===== src/rtl/blob_box_controller.sv =====
// Motion-blob bounding-box controller: accumulates the box of qualifying motion
// pixels across a frame and hands the latched box/centre downstream via valid/ready.
module blob_box_controller #(
  parameter int X_LIMIT    = 319,
  parameter int Y_LIMIT    = 239,
  parameter int MIN_PIXELS = 16,
  parameter int CNT_W      = 17
) (
  input  logic             iClock,
  input  logic             iReset,
  input  logic             iFrameStart,
  input  logic             iFrameEnd,
  input  logic             iPixelValid,
  input  logic             iMotion,
  input  logic [8:0]       iX,
  input  logic [7:0]       iY,
  input  logic             iReady,
  output logic             oNewCoord,
  output logic             oBoxValid,
  output logic [8:0]       oXmin,
  output logic [8:0]       oXmax,
  output logic [7:0]       oYmin,
  output logic [7:0]       oYmax,
  output logic [8:0]       oXcenter,
  output logic [7:0]       oYcenter,
  output logic [CNT_W-1:0] oPixCount
);

  // state  | meaning
  // IDLE   | waiting for a frame start
  // ACCUM  | folding qualifying pixels into the running box
  // CENTER | one cycle: snapshot box, centre and count into the result stage
  // OUTPUT | result presented; waits for iReady
  typedef enum logic [1:0] {IDLE, ACCUM, CENTER, OUTPUT} stateT;

  stateT state, stateNext;

  logic [8:0]       xMinRun, xMaxRun;
  logic [7:0]       yMinRun, yMaxRun;
  logic [CNT_W-1:0] pixCnt;

  logic [8:0]       resXmin, resXmax, resXcenter;
  logic [7:0]       resYmin, resYmax, resYcenter;
  logic [CNT_W-1:0] resCnt;
  logic             resValid;

  logic clearRun, accumEn, latchRes, publish, accept;
  logic qualify, boxOk;
  logic [9:0] xSum;
  logic [8:0] ySum;

  assign qualify = iPixelValid && iMotion && (iX <= 9'(X_LIMIT)) && (iY <= 8'(Y_LIMIT));
  assign boxOk   = (pixCnt >= CNT_W'(MIN_PIXELS));
  assign xSum    = {1'b0, xMinRun} + {1'b0, xMaxRun};
  assign ySum    = {1'b0, yMinRun} + {1'b0, yMaxRun};

  always_ff @(posedge iClock or negedge iReset) begin
    if (!iReset) state <= IDLE;
    else         state <= stateNext;
  end

  always_comb begin
    stateNext = state;
    clearRun  = 1'b0;
    accumEn   = 1'b0;
    latchRes  = 1'b0;
    publish   = 1'b0;
    accept    = 1'b0;
    case (state)
      IDLE: begin
        if (iFrameStart) begin
          clearRun  = 1'b1;
          stateNext = ACCUM;
        end
      end
      ACCUM: begin
        accumEn = qualify;
        if (iFrameEnd) begin
          stateNext = CENTER;
        end else if (iFrameStart) begin
          clearRun = 1'b1;
          accumEn  = 1'b0;
        end
      end
      CENTER: begin
        latchRes  = 1'b1;
        stateNext = OUTPUT;
      end
      OUTPUT: begin
        // First OUTPUT cycle publishes the result stage; later cycles wait for iReady.
        if (!oNewCoord) begin
          publish = 1'b1;
        end else if (iReady) begin
          accept    = 1'b1;
          stateNext = IDLE;
        end
      end
      default: stateNext = IDLE;
    endcase
  end

  always_ff @(posedge iClock or negedge iReset) begin
    if (!iReset) begin
      xMinRun <= '1;
      xMaxRun <= '0;
      yMinRun <= '1;
      yMaxRun <= '0;
      pixCnt  <= '0;
    end else if (clearRun) begin
      xMinRun <= '1;
      xMaxRun <= '0;
      yMinRun <= '1;
      yMaxRun <= '0;
      pixCnt  <= '0;
    end else if (accumEn) begin
      if (iX < xMinRun) xMinRun <= iX;
      if (iX > xMaxRun) xMaxRun <= iX;
      if (iY < yMinRun) yMinRun <= iY;
      if (iY > yMaxRun) yMaxRun <= iY;
      if (pixCnt != '1) pixCnt <= pixCnt + 1'b1;
    end
  end

  // Result stage: the box fields only move when the frame met MIN_PIXELS, so a
  // weak frame republishes the previous box alongside its own count.
  always_ff @(posedge iClock or negedge iReset) begin
    if (!iReset) begin
      resXmin    <= '0;
      resXmax    <= '0;
      resYmin    <= '0;
      resYmax    <= '0;
      resXcenter <= '0;
      resYcenter <= '0;
      resCnt     <= '0;
      resValid   <= 1'b0;
    end else if (latchRes) begin
      resCnt   <= pixCnt;
      resValid <= boxOk;
      if (boxOk) begin
        resXmin    <= xMinRun;
        resXmax    <= xMaxRun;
        resYmin    <= yMinRun;
        resYmax    <= yMaxRun;
        resXcenter <= 9'(xSum >> 1);
        resYcenter <= 8'(ySum >> 1);
      end
    end
  end

  always_ff @(posedge iClock or negedge iReset) begin
    if (!iReset) begin
      oNewCoord <= 1'b0;
      oBoxValid <= 1'b0;
      oXmin     <= '0;
      oXmax     <= '0;
      oYmin     <= '0;
      oYmax     <= '0;
      oXcenter  <= '0;
      oYcenter  <= '0;
      oPixCount <= '0;
    end else if (publish) begin
      oNewCoord <= 1'b1;
      oBoxValid <= resValid;
      oXmin     <= resXmin;
      oXmax     <= resXmax;
      oYmin     <= resYmin;
      oYmax     <= resYmax;
      oXcenter  <= resXcenter;
      oYcenter  <= resYcenter;
      oPixCount <= resCnt;
    end else if (accept) begin
      oNewCoord <= 1'b0;
    end
  end

endmodule


===== config.mk =====
export PLATFORM = sky130hd
export DESIGN_NAME = blob_box_controller
export DESIGN_NICKNAME = d
export VERILOG_FILES = /design/src/rtl/blob_box_controller.sv
export SDC_FILE = /design/constraint.sdc
export NUM_CORES = 1
export LEC_CHECK = 0
export CAP_MARGIN = 20
export CORE_MARGIN = 3
export CORE_UTILIZATION = 41
export DETAILED_ROUTE_END_ITERATION = 10
export SLEW_MARGIN = 10
export SYNTH_ARGS = -nofsm -noshare
export SYNTH_HDL_FRONTEND = slang
export SYNTH_SLANG_ARGS = --single-unit

===== constraint.sdc =====
create_clock -name iClock -period 7.6 [get_ports iClock]
set_input_delay 1.52 -clock iClock [delete_from_list [all_inputs] [get_ports iClock]]
set_output_delay 1.52 -clock iClock [all_outputs]
set_load 0.1 [all_outputs]

### Word-level counts from Yosys, hierarchy flattened

Index checks and enable logic that the tools add are counted.

| cells by class | value |
|---|---|
| eq/ne operators | 8 |
| $add $sub $neg | 3 |
| order comparisons | 7 |
| reductions and logical operators | 18 |
| mux-type cells | 34 |

Operator list:

| operator | count |
|---|---|
| $mux W9 | 6 |
| $mux W17 | 3 |
| $mux W8 | 6 |
| $add A17 B1 Y17 const B | 1 |
| $ge A17 B5 Y1 const B | 1 |
| $ne A17 B17 Y1 const B | 1 |
| $reduce_bool A2 Y1 | 7 |
| $mux W1 | 13 |
| $reduce_and A2 Y1 | 6 |
| $add A9 B9 Y10 | 1 |
| $add A8 B8 Y9 | 1 |
| $gt A9 B9 Y1 | 1 |
| $le A9 B9 Y1 const B | 1 |
| $lt A9 B9 Y1 | 1 |
| $gt A8 B8 Y1 | 1 |
| $le A8 B8 Y1 const B | 1 |
| $lt A8 B8 Y1 | 1 |
| $mux W2 | 4 |
| $ne A2 B2 Y1 const B | 4 |
| $pmux W2 S4 | 1 |
| $eq A2 B2 Y1 const B | 2 |
| $reduce_and A4 Y1 | 1 |
| $logic_and A1 B1 Y1 | 3 |
| $eq A2 B1 Y1 const B | 1 |
| other kinds (2) | 2 |

| storage, ports and cells | value |
|---|---|
| logic and storage cells | 93 |
| output and inout bits | 70 |
| input port bits | 24 |
| flip-flop bits (word level) | 192 |

### Longest topological paths before layout

Gate-level depths: netlist (run 1).

| depth | value |
|---|---|
| depth after elaboration | 8 |
| mapped depth | 11 |
| gate-level depth less buffers | 10 |

### Least setup slack after synthesis (run 1)

Ideal clock, no wire load.

| timing | value |
|---|---|
| kind | in2reg |
| from | input port iY[1] |
| to | register yMinRun[0] |
| data required time | 7,525 ps |
| setup slack | 4,470 ps |
| buffers on the path | 1 |
| library setup time | 75 ps |
| data arrival time | 3,055 ps |
| cell stages on the path | 6 |
| cells stage by stage | ha_1 -> a21o_1 -> a211oi_1 -> o21a_1 -> buf_2 -> mux2i_1 |

| on the way | value |
|---|---|
| longest elaborated chain between the ends | 7 |
| elaborated cells on any way between the ends | 9 |
| those cells by class | order compare (2); mux (3); reduce/logical (4) |

RTL lines:

| item | RTL line | source |
|---|---|---|
| start, declared | 16 | `input logic [7:0] iY,` |
| $le A8 B8 Y1 | 52 | `assign qualify = iPixelValid && iMotion && (iX <= 9'(X_LIMIT)) && (iY <= 8'(Y_LIMIT));` |
| $logic_and A1 B1 Y1 | 52 |  |
| $mux W1 | 80 | `end else if (iFrameStart) begin` |
| $mux W1 | 78 | `if (iFrameEnd) begin` |
| $mux W1 | 69 | `case (state)` |
| $reduce_bool A2 Y1 (no source line) | n/a |  |
| $reduce_and A2 Y1 (no source line) (*) | n/a |  |
| end signal, assigned | 118 | `if (iY < yMinRun) yMinRun <= iY;` |
| end, declared | 39 | `logic [7:0] yMinRun, yMaxRun;` |

Mark *: on every way between the ends. The rest lies on a longest branch, timed or not.
A chain may end at the register's enable or synchronous reset.

### Worst setup path after layout (run 1)

| timing | value |
|---|---|
| from | input port iX[6] |
| to | register yMinRun[0] |

| on the way | value |
|---|---|
| longest elaborated chain between the ends | 8 |

RTL lines:

| item | RTL line | source |
|---|---|---|
| start, declared | 15 | `input logic [8:0] iX,` |
| $le A9 B9 Y1 (*) | 52 |  |
| $logic_and A1 B1 Y1 (*) (2 in series) | 52 |  |
| $mux W1 | 80 |  |
| $mux W1 (*) | 78 |  |
| $mux W1 (*) | 69 |  |
| $reduce_bool A2 Y1 (no source line) (*) | n/a |  |
| $reduce_and A2 Y1 (no source line) (*) | n/a |  |

Marked as above.

==> impl_metrics.csv, run 1 <==
group,metric,value,unit
clock_network,h-tree-depth,4,
global_route,grt_pass1_vias,6167,
worst_setup_path,cp_max_fo,8,
finish,final_core_util,50.7,%
clock_network,clock_latency,0.45,ns
floorplan,fp.dieH,155,um
worst_setup_path,cpMaxStageDelayCell,"clkdlybuf4s50_1",
worst_setup_path,worst_setup_path_end_kind,"flop",
finish,drive_gt1_share,16.6,%
global_route,grt_start_max_net_pins,118,
sta,timing.final.hold_violations,0,
worst_setup_path,r2r_setup_slack,4.78,ns
pwr,clockPowerShare,19.8,%
sta,relSlewSlack,33.1,%
worst_setup_path,crit_buf_inv,1,
yosys,yosys_warnings,0,
route,via_per_inst,5.27,
pwr,combPwrFrac,45.9,%
yosys,yosysTopAreaCell,"dfrtp_1",
global_route,antenna_found_initial,0,
yosys,synth_area_per_cell,11.2,um^2
sta,tns,0,ns
clock_network,cts_resized,0,
sta,period_share,47.1,%
clock_network,cts_root_buffer,"clkbuf_16",
yosys,synthCells,816,
worst_setup_path,r2r_cells,9,
worst_setup_path,arrival,3.95,ns
global_route,grt.total_usage,17.2,%
yosys,yosys-top-cells-area,"dfrtp_1 (48%), mux2_2 (11%), ha_1 (7.4%)",
pwr,leakagePower,0.00504,uW
yosys,synth_fp_nets,896,
sta,fmax,279,MHz
route,ant_nets,0,
pwr,powerDensity,402,nW/um^2
flow_run,maxCapViolCount,0,
finish,top_regs,"oPixCount (17), pixCnt (17), resCnt (17)",
worst_setup_path,cpMostUsedCell,"o21a_1",
finish,final_area,10900,um^2
worst_setup_path,max_stage_delay,0.55,ns
route,routedWlPerCell,16.6,um
yosys,async_reset_ff_share,100,%
clock_network,clock_sinks,192,
yosys,synth_most_common_cell,"dfrtp_1",
hold_path,hp-class,"flop to flop",
placement,globalplace.congestion,0.859,
sta,slew_viol_final,0,
yosys,seq_area_frac_synth,52.9,%
yosys,synth_edf_count,0,
clock_network,cts_made_buffers,17,
finish,area_growth,19.1,%
sta,finalClockSkew,0.0239,ns
route,drt-total-wl,19800,um
global_route,overflow,0,
pwr,vdd_drop_max,0.000245,V
placement,hpwlAfterDp,13700,um
yosys,synth_area,9130,um^2
clock_network,path_clk_slew,0.07,ns
yosys,synthDominantCellAreaShare,48.0,%
finish,n_fill_cell,1929,
route,dr.pass1.iters,4,
yosys,synth_flop_cell,"dfrtp_1",
route,drc,0,
pwr,internal_power,2370,uW
hold_path,hold_path_depth,2,
route,vias,6268,
clock_network,clockBufferDepth,2,
worst_setup_path,r2r-end,"pixCnt[14]",
worst_setup_path,reg2reg_from,"pixCnt[0]",
global_route,grt_pass1_wl,32900,um
route,drt_iter0_markers,335,
floorplan,boundaryPins,94,
status,status,"finished clean",
sta,period_needed,3.58,ns
pwr,p_sw_share,45.7,%
finish,multi_input_area,3980,um^2
finish,layout.nets,982,
hold_path,min_to,"resXcenter[0]",
clock_network,cts_tree,"yes",
worst_setup_path,crit_family,"compound AO/OA/AOI/OAI gates",
clock_network,postCtsHoldBufs,0,
worst_setup_path,cp-start-kind,"input pin",
finish,regArea,4830,um^2
placement,portBuffers,93,
floorplan,die_w,155,um
floorplan,die_area,24100,um^2
worst_setup_path,worstSetupPathType,"input pin to flop",
sta,tightestPinTransition,1.00,ns
yosys,yosys-top-cells-count,"dfrtp_1 (175), nand2_1 (97), mux2_2 (86)",
floorplan,initial_core_util,42.6,%
worst_setup_path,required,7.97,ns
finish,antennaDiodeCount,0,
worst_setup_path,path_cells,"clkdlybuf4s50_1, o21a_1, or3_1, a211oi_2, o21a_1, mux2i_1",
clock_network,cts_setup_buffers,0,
floorplan,rows,53,
yosys,ys_types,57,
pwr,p_seq_share,34.3,%
floorplan,coreArea,21400,um^2
yosys,ys_ff_latch,192,
sta,finalSetupViolations,0,
hold_path,hold_start,"resXcenter[0]",
sta,rsz0062_at_grt,"no",
pwr,p_sw,2000,uW
placement,dpl_cell_area,10300,um^2
## area by class of cell
type                            instances  area share, %
Tap cell                              275           3.17
Clock inverter                         14           1.15
Sequential cell                       192           44.4
Inverter                               47           1.62
Multi-Input combinational cell        545           36.6
Clock buffer                           18           4.04
Timing Repair Buffer                   99           8.99
## through the flow
stage               worst slack [ns]  power [uW]  cells  hold slack, ns
floorplan                       4.47        3020    816           0.442
global placement                3.51        3520   1157           0.462
detailed placement              3.40        3530   1157           0.465
CTS                             3.87        4410   1189           0.483
global route                    3.84        4630   1190           0.510
finish                          4.02        4360   1190           0.478
## routing by layer
layer,vias to the layer above,global-route usage (%),part of all wire [%]
li1,3060,-,-
met1,3085,23.4,47
met2,116,28.0,48
met3,7,3.42,4.0
met4,0,4.88,0.72
met5,-,0,0
## worst reg2reg max path, stage by stage (launching register included)
cell and delay (ns):
dfrtp_1 0.44, ha_1 0.26, nand2_1 0.07, or2_2 0.20, nor4_1 0.09, ha_1 0.24
or4_1 0.77, a2111oi_4 0.43, xnor2_1 0.15, nor2_1 0.05
## how the worst max path moves through the flow
stage,slack (ns),from,cells past startpoint,endpoint
after global placement,3.51,iX[6],6,yMaxRun[3]
after floorplan,4.47,iY[1],6,yMinRun[0]
final,4.02,iX[6],6,yMinRun[0]
after detailed placement,3.40,iX[6],6,yMaxRun[6]
after global routing,3.84,iX[6],6,yMinRun[0]
after CTS,3.87,iX[6],6,yMaxRun[6]
## placed cells by master, fill, tap and decap left out, drive strengths merged, types with 5 or more instances in the layout
| cell | n |
|---|---|
| dfrtp | 175 |
| nand2 | 97 |
| clkdlybuf4s50 | 92 |
| mux2 | 86 |
| o21ai | 73 |
| ha | 54 |
| inv | 52 |
| nand3 | 38 |
| nor2 | 27 |
| a21oi | 27 |
| clkbuf | 19 |
| dfstp | 17 |
| o211ai | 16 |
| mux2i | 10 |
| xnor2 | 10 |
| o21a | 8 |
| a21o | 8 |
| xor2 | 8 |
| a211oi | 8 |
| clkinv | 7 |
| or3 | 6 |
| buf | 6 |
| nand4 | 5 |
| o31ai | 5 |
| nand2b | 5 |
## power by group through the flow
| stage | combinational, uW | clock (uW) | sequential, uW |
|---|---|---|---|
| floorplan | 755 | 0 | 2260 |
| global placement | 2000 | 0 | 1520 |
| detailed placement | 2020 | 0 | 1520 |
| CTS | 2020 | 889 | 1500 |
| global route | 2160 | 923 | 1540 |
| finish | 2000 | 863 | 1500 |
## cell families after synthesis
group / synth area share [%]
AND/OR/NAND/NOR: 10.7
adder cells (fa/ha/maj): 7.84
flip-flops: 52.9
AO/OA/AOI/OAI: 11.5
buffers and inverters: 3.61
multiplexers: 11.7
XOR/XNOR: 1.73
No activity file was read; power rests on OpenSTA's default activity.
==> run 2, diff against run 1 <==
==> constraint.sdc (replaced) <==
create_clock -name iClock -period 3.1 [get_ports iClock]
set_input_delay 0.62 -clock iClock [delete_from_list [all_inputs] [get_ports iClock]]
set_output_delay 0.62 -clock iClock [all_outputs]
set_load 0.1 [all_outputs]
==> run 2 against run 1 <==
Global-route usage rose by 0.15 points. Largest power group unchanged. Critical path type is now flop to flop. Clock skew fell by 0.0095 ns. Count of clock-buffer cells in the layout rose by 2.
==> impl_metrics.csv, run 2 (synthesized netlist as in run 1, its figures left out) <==
group,metric,value,unit
route,drt-total-wl,20000,um
worst_setup_path,worst_setup_path_end_kind,"flop",
finish,top_regs,"oPixCount (17), pixCnt (17), resCnt (17)",
global_route,grt_start_max_net_pins,99,
floorplan,boundaryPins,94,
placement,globalplace.congestion,0.870,
route,ant_nets,0,
status,status,"finished clean",
global_route,grt_pass1_wl,33400,um
pwr,powerDensity,989,nW/um^2
floorplan,initial_core_util,42.6,%
flow_run,maxCapViolCount,0,
worst_setup_path,cp_max_fo,9,
clock_network,cts_setup_buffers,0,
pwr,vdd_drop_max,0.000741,V
clock_network,cts_made_buffers,17,
sta,slew_viol_final,0,
sta,setup_ws,0.324,ns
worst_setup_path,required,3.41,ns
sta,rsz0062_at_grt,"no",
hold_path,hp-class,"input pin to async pin",
clock_network,clock_latency,0.44,ns
worst_setup_path,critPathLaunch,"pixCnt[0]",
worst_setup_path,r2r_setup_slack,0.32,ns
sta,relSlewSlack,46.2,%
sta,period_share,89.5,%
route,drc,0,
clock_network,h-tree-depth,4,
sta,tightestPinTransition,0.807,ns
pwr,leakagePower,0.00532,uW
worst_setup_path,worstSetupPathType,"flop to flop",
floorplan,die_w,155,um
finish,drive_gt1_share,26.1,%
floorplan,rows,53,
route,drt_iter0_markers,276,
route,dr.pass1.iters,5,
clock_network,clockBufferDepth,2,
finish,mostFrequentLayoutCell,"dfrtp_1",
clock_network,postCtsHoldBufs,0,
clock_network,cts_tree,"yes",
floorplan,fp.dieH,155,um
global_route,grt_pass1_vias,6280,
clock_network,cts_root_buffer,"clkbuf_16",
floorplan,coreArea,21400,um^2
global_route,overflow,0,
finish,mostFrequentLayoutCells,"dfrtp_1 (175), nand2_1 (97), buf_4 (94)",
placement,pre_cts_ws,0.122,ns
finish,area_growth,20.3,%
placement,hpwlAfterDp,14400,um
finish,layout.nets,1005,
worst_setup_path,arrival,3.08,ns
route,vias,6334,
sta,finalClockSkew,0.0144,ns
clock_network,path_clk_slew,0.08,ns
placement,portBuffers,93,
sta,period_needed,2.78,ns
route,routedWlPerCell,16.5,um
floorplan,die_area,24100,um^2
route,via_per_inst,5.22,
finish,antennaDiodeCount,0,
sta,finalSetupViolations,0,
sta,fmax,360,MHz
clock_network,cts_resized,0,
worst_setup_path,cp-start-kind,"flop",
worst_setup_path,reg2reg_from,"pixCnt[0]",
sta,tns,0,ns
global_route,grt.total_usage,17.3,%
clock_network,clock_sinks,192,
sta,timing.final.hold_violations,0,
global_route,antenna_found_initial,0,
==> run 2: cell count changes in the layout (fill, tap and decap cells not counted), moves of 3 or more <==
cell / before / now
buf_12: 0 / 5
clkinv_4: 4 / 1
buf_4: 5 / 94
clkdlybuf4s50_1: 92 / 22
==> run 2: report_power, final <==
group / leakage, uW / internal [uW] / total, uW / switching, uW
Sequential: 0.00253 / 3240 / 3680 / 435
Combinational: 0.00250 / 1460 / 4910 / 3450
Clock: 0.000301 / 1270 / 2280 / 1000
Total: 0.00532 / 5970 / 10900 / 4890
==> run 2: cell type report <==
cell class,count,area [um^2]
fillers,1941,10400
flip-flops and latches,192,4830
multi-input cells,545,3980
repair buffers,122,1040
clock buffers,20,467
well taps,275,344
inverters,47,176
clock inverters,12,146
==> run 2: path summary, 6_finish.rpt <==
path,endpoint,cells past startpoint
min in group iClock,oBoxValid,2
hold / removal,oXmin[5],1
max in group asynchronous,yMinRun[6],2
setup reg to reg,pixCnt[14],9
setup / recovery,pixCnt[14],9
hold reg to reg,oBoxValid,2
==> run 2: worst max-delay path, cell delays in order (launching register included) <==
cell and delay, ns:
dfrtp_1 0.45, ha_1 0.25, nand2_1 0.07, or2_2 0.20, nor4_1 0.08, ha_1 0.22, or4_1 0.75, a2111oi_4 0.44
xnor2_1 0.15, nor2_1 0.05
==> run 2: layer usage <==
metal	vias up	global-route usage (%)	wire length, um
met1	3101	24.5	9650
met2	112	27.5	9360
li1	3105	-	-
met5	-	0	0
met3	16	3.59	814
met4	0	4.04	165
==> run 2: stage by stage <==
step | cells | instance area, um^2 | util [%] | hold slack, ns | power (uW)
global placement | 1181 | 10400 | 48.4 | 0.462 | 8620
CTS | 1213 | 11000 | 51.3 | 0.113 | 11000
detailed placement | 1181 | 10400 | 48.4 | 0.467 | 8660
global route | 1213 | 11000 | 51.3 | 0.121 | 11500
finish | 1213 | 11000 | 51.3 | 0.108 | 10900
floorplan | 816 | 9130 | - | 0.324 | 7390
==> run 3, diff against run 2 <==
--- a/config.mk
+++ b/config.mk
@@ -9,6 +9,7 @@
 export CORE_MARGIN = 3
 export CORE_UTILIZATION = 41
 export DETAILED_ROUTE_END_ITERATION = 10
+export REMOVE_ABC_BUFFERS = 1
 export SLEW_MARGIN = 10
 export SYNTH_ARGS = -nofsm -noshare
 export SYNTH_HDL_FRONTEND = slang
==> run 3 against run 2 <==
Sequential power hardly changed. Largest power group unchanged. Highest routed layer unchanged. Combinational power is 0.8% lower. Critical path depth stayed put. Clock power is 8% lower. First-iteration DRC count is 5.4% lower. Sequential share of layout area is 0.68 points higher. Routed wire length is 1.4% lower. Cell area is 1.5% lower. Register-to-register slack better by 0.07 ns. Die area stayed put. Clock skew is 0.0055 ns lower. Cell count is 0.82% lower. Critical endpoint unchanged.
==> impl_metrics.csv, run 3 (synthesized netlist as in run 1, its figures left out) <==
group,metric,value,unit
worst_setup_path,r2r-end,"pixCnt[14]",
pwr,p_sw,4820,uW
sta,fmax,370,MHz
sta,tightestPinTransition,0.806,ns
pwr,clockPowerShare,19.7,%
clock_network,cts_setup_buffers,0,
sta,rsz0062_at_grt,"no",
global_route,grt_pass1_vias,6208,
route,drt_iter0_markers,261,
sta,period_needed,2.71,ns
clock_network,cts_tree,"yes",
pwr,powerDensity,980,nW/um^2
floorplan,boundaryPins,94,
clock_network,clock_latency,0.43,ns
worst_setup_path,cp-start-kind,"flop",
pwr,combPwrFrac,45.9,%
finish,mostFrequentLayoutCells,"dfrtp_1 (175), nand2_1 (97), mux2_2 (86), buf_4 (86), ha_1 (54)",
sta,finalSetupViolations,0,
worst_setup_path,arrival,3.01,ns
worst_setup_path,worst_setup_path_end_kind,"flop",
worst_setup_path,worstSetupPathType,"flop to flop",
pwr,p_seq_share,34.4,%
finish,area_growth,18.5,%
placement,portBuffers,93,
sta,slew_viol_final,0,
route,dr.pass1.iters,4,
floorplan,initial_core_util,42.6,%
floorplan,die_w,155,um
route,routedWlPerCell,16.4,um
route,drc,0,
sta,finalClockSkew,0.00885,ns
clock_network,path_clk_slew,0.07,ns
global_route,overflow,0,
route,vias,6337,
placement,dp_cells,1171,
worst_setup_path,critPathCapture,"pixCnt[14]",
route,drt-total-wl,19700,um
route,ant_nets,0,
finish,top_regs,"oPixCount (17), pixCnt (17), resCnt (17)",
route,via_per_inst,5.27,
worst_setup_path,reg2reg_from,"pixCnt[0]",
sta,timing.final.hold_violations,0,
finish,drive_gt1_share,25.0,%
finish,antennaDiodeCount,0,
global_route,antenna_found_initial,0,
sta,relSlewSlack,46.3,%
finish,layout.nets,995,
hold_path,hp-class,"input pin to async pin",
pwr,leakagePower,0.00522,uW
flow_run,maxCapViolCount,0,
finish,n_fill_cell,1941,
clock_network,clock_sinks,192,
worst_setup_path,required,3.40,ns
status,status,"finished clean",
global_route,grt.total_usage,16.9,%
pwr,internal_power,5780,uW
worst_setup_path,cp_max_fo,9,
placement,hpwlAfterDp,14000,um
sta,fin_hold_ws,0.178,ns
pwr,vdd_drop_max,0.000546,V
pwr,p_sw_share,45.4,%
worst_setup_path,critPathLaunch,"pixCnt[0]",
floorplan,fp.dieH,155,um
worst_setup_path,r2r_setup_slack,0.39,ns
global_route,grt_pass1_wl,32700,um
placement,globalplace.congestion,0.848,
clock_network,cts_made_buffers,17,
clock_network,cts_root_buffer,"clkbuf_16",
worst_setup_path,r2r_cells,9,
finish,mostFrequentLayoutCell,"dfrtp_1",
clock_network,clockBufferDepth,2,
sta,period_share,87.3,%
clock_network,h-tree-depth,4,
finish,final_cell_count_no_fill,1203,
floorplan,die_area,24100,um^2
global_route,grt_start_max_net_pins,74,
floorplan,coreArea,21400,um^2
clock_network,cts_resized,0,
clock_network,postCtsHoldBufs,0,
floorplan,rows,53,
==> run 3: cell types whose count changed in the layout (fill, tap and decap cells not counted), sizes merged <==
| cell | before | now |
|---|---|---|
| buf | 99 | 89 |
| clkinvlp | 1 | 4 |
| bufinv | 2 | 1 |
| clkinv | 4 | 3 |
| inv | 52 | 51 |
==> run 3: layout make-up <==
type | instances | area, um^2 | area share, %
flip-flops and latches | 192 | 4830 | 44.6
multi-input cells | 545 | 3980 | 36.8
repair buffers | 112 | 940 | 8.69
clock buffers | 20 | 437 | 4.04
well taps | 275 | 344 | 3.18
inverters | 47 | 176 | 1.63
clock inverters | 12 | 110 | 1.02
==> run 3: worst max-delay path: stages (launching register included) <==
cell,delay [ns]
dfrtp_1,0.44
ha_1,0.25
nand2_1,0.07
or2_2,0.18
nor4_1,0.07
ha_1,0.22
or4_1,0.73
a2111oi_4,0.42
xnor2_1,0.16
nor2_1,0.05
==> run 3: routing by layer <==
| metal | GRT usage, % | routed length, um | vias to the layer above |
|---|---|---|---|
| met2 | 25.9 | 8900 | 115 |
| li1 | - | - | 3085 |
| met5 | 0 | 0 | - |
| met4 | 4.46 | 216 | 0 |
| met3 | 3.67 | 763 | 18 |
| met1 | 24.5 | 9830 | 3119 |
==> run 3: stage by stage <==
step	area [um^2]	util (%)	TNS (ns)	setup WS (ns)	power [uW]
finish	10800	50.5	0	0.394	10600
global route	10800	50.5	0	0.205	11200
CTS	10800	50.5	0	0.392	10700
detailed placement	10300	47.9	0	0.196	8610
global placement	10300	47.9	0	0.244	8560
floorplan	8970	-	-52.66	-0.912	7380
==> run 3: worst min-delay path by stage <==
stage | from | end | cells after the start
floorplan | iReset | oBoxValid | 0
global placement | resXmax[0] | resXmax[0] | 2
detailed placement | resYmax[0] | resYmax[0] | 2
CTS | iReset | oXmin[1] | 1
global route | iReset | oXmin[1] | 1
finish | iReset | oXmin[1] | 1
==> run 3: power by group through the flow <==
stage	logic, uW	registers [uW]	clock network [uW]
after floorplan	1840	5550	0
after global placement	4860	3700	0
after detailed placement	4900	3710	0
after CTS	4920	3670	2150
after global routing	5220	3750	2250
final	4870	3650	2090
